--- src/rtl/sign_extend_rs_rt_pkg.sv ---
// Shared widths, the immediate type and the sign-extension rule used by
// decode-stage immediate generators.
package sign_extend_rs_rt_pkg;

    localparam int unsigned FIELD_W = 6;
    localparam int unsigned IMM_W   = 12;
    localparam int unsigned XLEN    = 32;

    typedef logic [IMM_W-1:0] imm12_t;

    // The sign bit is always the msb of the concatenated immediate.
    function automatic logic [XLEN-1:0] sext_imm12(input imm12_t imm);
        return {{(XLEN - IMM_W){imm[IMM_W-1]}}, imm};
    endfunction

endpackage

--- src/rtl/sign_extend_rs_rt_dffr.sv ---
// 32-bit register with synchronous, active-high reset to zero.
module sign_extend_rs_rt_dffr
    import sign_extend_rs_rt_pkg::*;
(
    input  logic            clk,
    input  logic            rst,
    input  logic [XLEN-1:0] d,
    output logic [XLEN-1:0] q
);

    logic [XLEN-1:0] q_d;
    logic [XLEN-1:0] q_q;

    // Next state: reset takes priority over the new data.
    always_comb begin
        q_d = d;
        if (rst) begin
            q_d = '0;
        end
    end

    // State update on every rising edge; no enable.
    always_ff @(posedge clk) begin
        q_q <= q_d;
    end

    assign q = q_q;

endmodule

--- src/rtl/sign_extend_rs_rt.sv ---
// Immediate generator: {rs, rt} as a 12-bit signed value, sign-extended
// to 32 bits, with a combinational result and a registered copy.
module sign_extend_rs_rt
    import sign_extend_rs_rt_pkg::*;
(
    input  logic [FIELD_W-1:0] rs,
    input  logic [FIELD_W-1:0] rt,
    output logic [XLEN-1:0]    out,
    input  logic               clk,
    input  logic               rst,
    output logic [XLEN-1:0]    out_q
);

    imm12_t imm12;

    // Pure combinational extension; no clock or reset involvement.
    always_comb begin
        imm12 = {rs, rt};
        out   = sext_imm12(imm12);
    end

    sign_extend_rs_rt_dffr u_out_reg (
        .clk (clk),
        .rst (rst),
        .d   (out),
        .q   (out_q)
    );

endmodule

--- config.mk ---
export PLATFORM = sky130hd
export DESIGN_NAME = sign_extend_rs_rt
export DESIGN_NICKNAME = d
export VERILOG_FILES = /design/src/rtl/sign_extend_rs_rt_pkg.sv /design/src/rtl/sign_extend_rs_rt_dffr.sv /design/src/rtl/sign_extend_rs_rt.sv
export SDC_FILE = /design/constraint.sdc
export NUM_CORES = 1
export LEC_CHECK = 0
export CELL_PAD_IN_SITES_DETAIL_PLACEMENT = 0
export CELL_PAD_IN_SITES_GLOBAL_PLACEMENT = 1
export CORE_ASPECT_RATIO = 1.1
export CORE_UTILIZATION = 20
export CTS_CLUSTER_SIZE = 28
export DETAILED_ROUTE_END_ITERATION = 8
export PLACE_DENSITY = 0.84
export SETUP_SLACK_MARGIN = 0.1
export SKIP_LAST_GASP = 1
export SLEW_MARGIN = 20
export SYNTH_ARGS = -nofsm -noshare
export SYNTH_HDL_FRONTEND = slang
export SYNTH_SLANG_ARGS = --single-unit
--- constraint.sdc ---
create_clock -name clk -period 1.9 [get_ports clk]
set_input_delay 0.57 -clock clk [delete_from_list [all_inputs] [get_ports clk]]
set_output_delay 0.57 -clock clk [all_outputs]
set_load 0.03 [all_outputs]
==> impl_metrics.csv <==
group,metric,value,unit
die,die-area,4040,µm²
timing,setup_violations,0,
timing,finalCritPeriodShare,94.3,%
pwr,peakVddDrop,0.337,mV
logic_synthesis,synth_cells,77,
worst_setup_path,path_class,"in2out",
logic_synthesis,synth_fa_ha_area_share,0,%
finish,nNetsFinal,125,
logic_synthesis,synth_top_family_by_area,"buffers and inverters",
pwr,p_total,0.836,mW
drt,via_per_inst,3.39,
cts,clockBufferDepth,2,
pwr,powerDensity,683,nW/µm²
logic_synthesis,post_synth.cell_area_avg,9.83,µm²
logic_synthesis,synth_top_cells_by_area,"buf_4 (52%), dfxtp_1 (32%), nor2b_2 (9.3%)",
timing,period_minus_slack,1.79,ns
timing,hold_violations,0,
timing,clock.fmax,0.558,GHz
die,start_util,20.9,%
drt,drt_iter0_drc,0,
die,rows,23,
worst_hold_path,hold_class,"in2reg",
global_routing,grt_first_pass_wirelength,1.64,mm
die,io_pins,78,
drt,dr.pass1.iters,1,
logic_synthesis,yosysWarningCount,0,
finish,nFillCells,386,
logic_synthesis,yosys.area.top_type,"buf_4",
pwr,cellLeakagePower,0.706,nW
finish,layout-drive-gt1-share,67.9,%
global_routing,grt_usage,5.57,%
placement,gp_congestion,0.667,
logic_synthesis,synth_top_cell_area_share,51.6,%
logic_synthesis,synth_xor_area_share,0,%
worst_setup_path,crit_arrival,1.22,ns
global_routing,grt_pass1_vias,388,
worst_setup_path,cp_max_fo,11,
timing,slew_headroom,78.0,%
finish,antenna-diode-count,0,
worst_setup_path,crit_path_end_kind,"output port",
die,die_h,66.5,µm
logic_synthesis,seq_area_frac_synth,31.7,%
logic_synthesis,synth-seq-cells,12,
cts,root_buffer,"clkbuf_8",
worst_setup_path,path_cells,"clkdlybuf4s15_2 -> bufbuf_16 -> buf_4",
die,die_x,60.7,µm
timing,maxSlewViolCount,0,
logic_synthesis,synth_nets,91,
run_status,status,"completed",
finish,largest_reg_flops,12,
run,drv_cap,0,
placement,dp.final_hpwl,1.15,mm
logic_synthesis,synth_compound_area_share,0,%
finish,area_delta_synth_final,61.7,%
drt,drc_errors,0,
placement,port_buffers,77,
die,core,3630,µm²
cts,cts_hold_buf,0,
worst_setup_path,critical-path-max-stage-delay,0.28,ns
logic_synthesis,syn_area,757,µm²
logic_synthesis,synthMuxAreaShare,0,%
finish,seq_area,240,µm²
logic_synthesis,ys_types,6,
worst_setup_path,path_delay_family,"buffers and inverters",
finish,multiInputGateArea,115,µm²
global_routing,antenna_found_initial,0,
logic_synthesis,synth-simple-area-share,15.2,%
cts,cts_sinks,12,
worst_setup_path,critPathBufInv,3,
timing,grt_setup_unrepaired,"yes",
cts,cts_tree,"built",
drt,ant_nets,0,
worst_setup_path,startpoint_type,"input port",
global_routing,grt_max_degree,22,
drt,avgRoutedWirePerCell,8.84,µm
timing,worst_slew_pin_slew,0.330,ns
drt,vias,539,
cts,h-tree-depth,1,
worst_setup_path,slowest_stage,"bufbuf_16",
finish,final_util,33.7,%
cts,clk_pin_slew,0.05,ns
worst_setup_path,cp.required,1.33,ns
cts,numCtsBuffers,3,
global_routing,grt_remaining_overflow,0,
drt,wl,1.41,mm
-- metal layers --
layer  global-route usage (%)  share of wire (%)  vias up
met5                        0                  0        -
met1                     5.37                 37      226
met4                     1.70                1.1        0
li1                         -                  -      243
met2                     10.3                 44       68
met3                     2.52                 18        2
-- cells by family after synthesis --
group / Yosys count
and+or+nand+nor: 12
DFF: 12
buffers and inverters: 53
-- power breakdown --
| group | internal [mW] | leakage [nW] | switching, mW | total [mW] |
|---|---|---|---|---|
| registers | 0.266 | 0.100 | 0.00298 | 0.269 |
| logic | 0.144 | 0.584 | 0.199 | 0.342 |
| clock network | 0.139 | 0.0216 | 0.0857 | 0.225 |
-- cell type report --
class,instances,area share (%)
Multi-Input combinational cell,12,9.41
Clock buffer,3,3.37
Tap cell,50,5.11
Sequential cell,12,19.6
Timing Repair Buffer,82,62.5
-- through the flow --
step / area, µm² / cells / setup slack (ns) / setup TNS [ns] / hold slack, ns
finish: 1220 / 159 / 0.109 / 0 / 0.622
floorplan: 757 / 77 / 0.263 / 0 / 0.699
global route: 1220 / 159 / 0.0816 / 0 / 0.635
detailed placement: 1100 / 155 / -0.0774 / -1.59 / 1.18
CTS: 1190 / 159 / 0.0921 / 0 / 0.933
global placement: 1100 / 155 / -0.0684 / -1.42 / 1.17
-- cells in the final DEF (no fill, tap or decap), types with 2 or more instances in the layout --
cell	n
and2b_2	2
buf_4	49
buf_6	7
clkbuf_8	3
clkdlybuf4s50_1	12
dfxtp_1	12
dlymetal6s2s_1	10
nor2b_2	8
nor2b_4	2
-- cells in the mapped netlist (all sizes together) --
| cell type | n |
|---|---|
| and2b | 2 |
| nor2b | 10 |
| dfxtp | 12 |
| buf | 53 |
-- timing repair --
action,CTS,global route
cloned,1,0
buffers inserted,0,0
resized for setup,8,13
endpoints found under the hold margin,0,0
pin swaps,0,0
setup endpoints to repair,22,16
-- worst paths after layout --
check	startpoint	slack (ns)	end	cells past startpoint
setup / recovery	rs[5]	0.11	out[22]	3
hold / removal	rs[2]	0.62	u_out_reg.q[8]	2
Note: power is estimated with default switching activity, not from simulation.
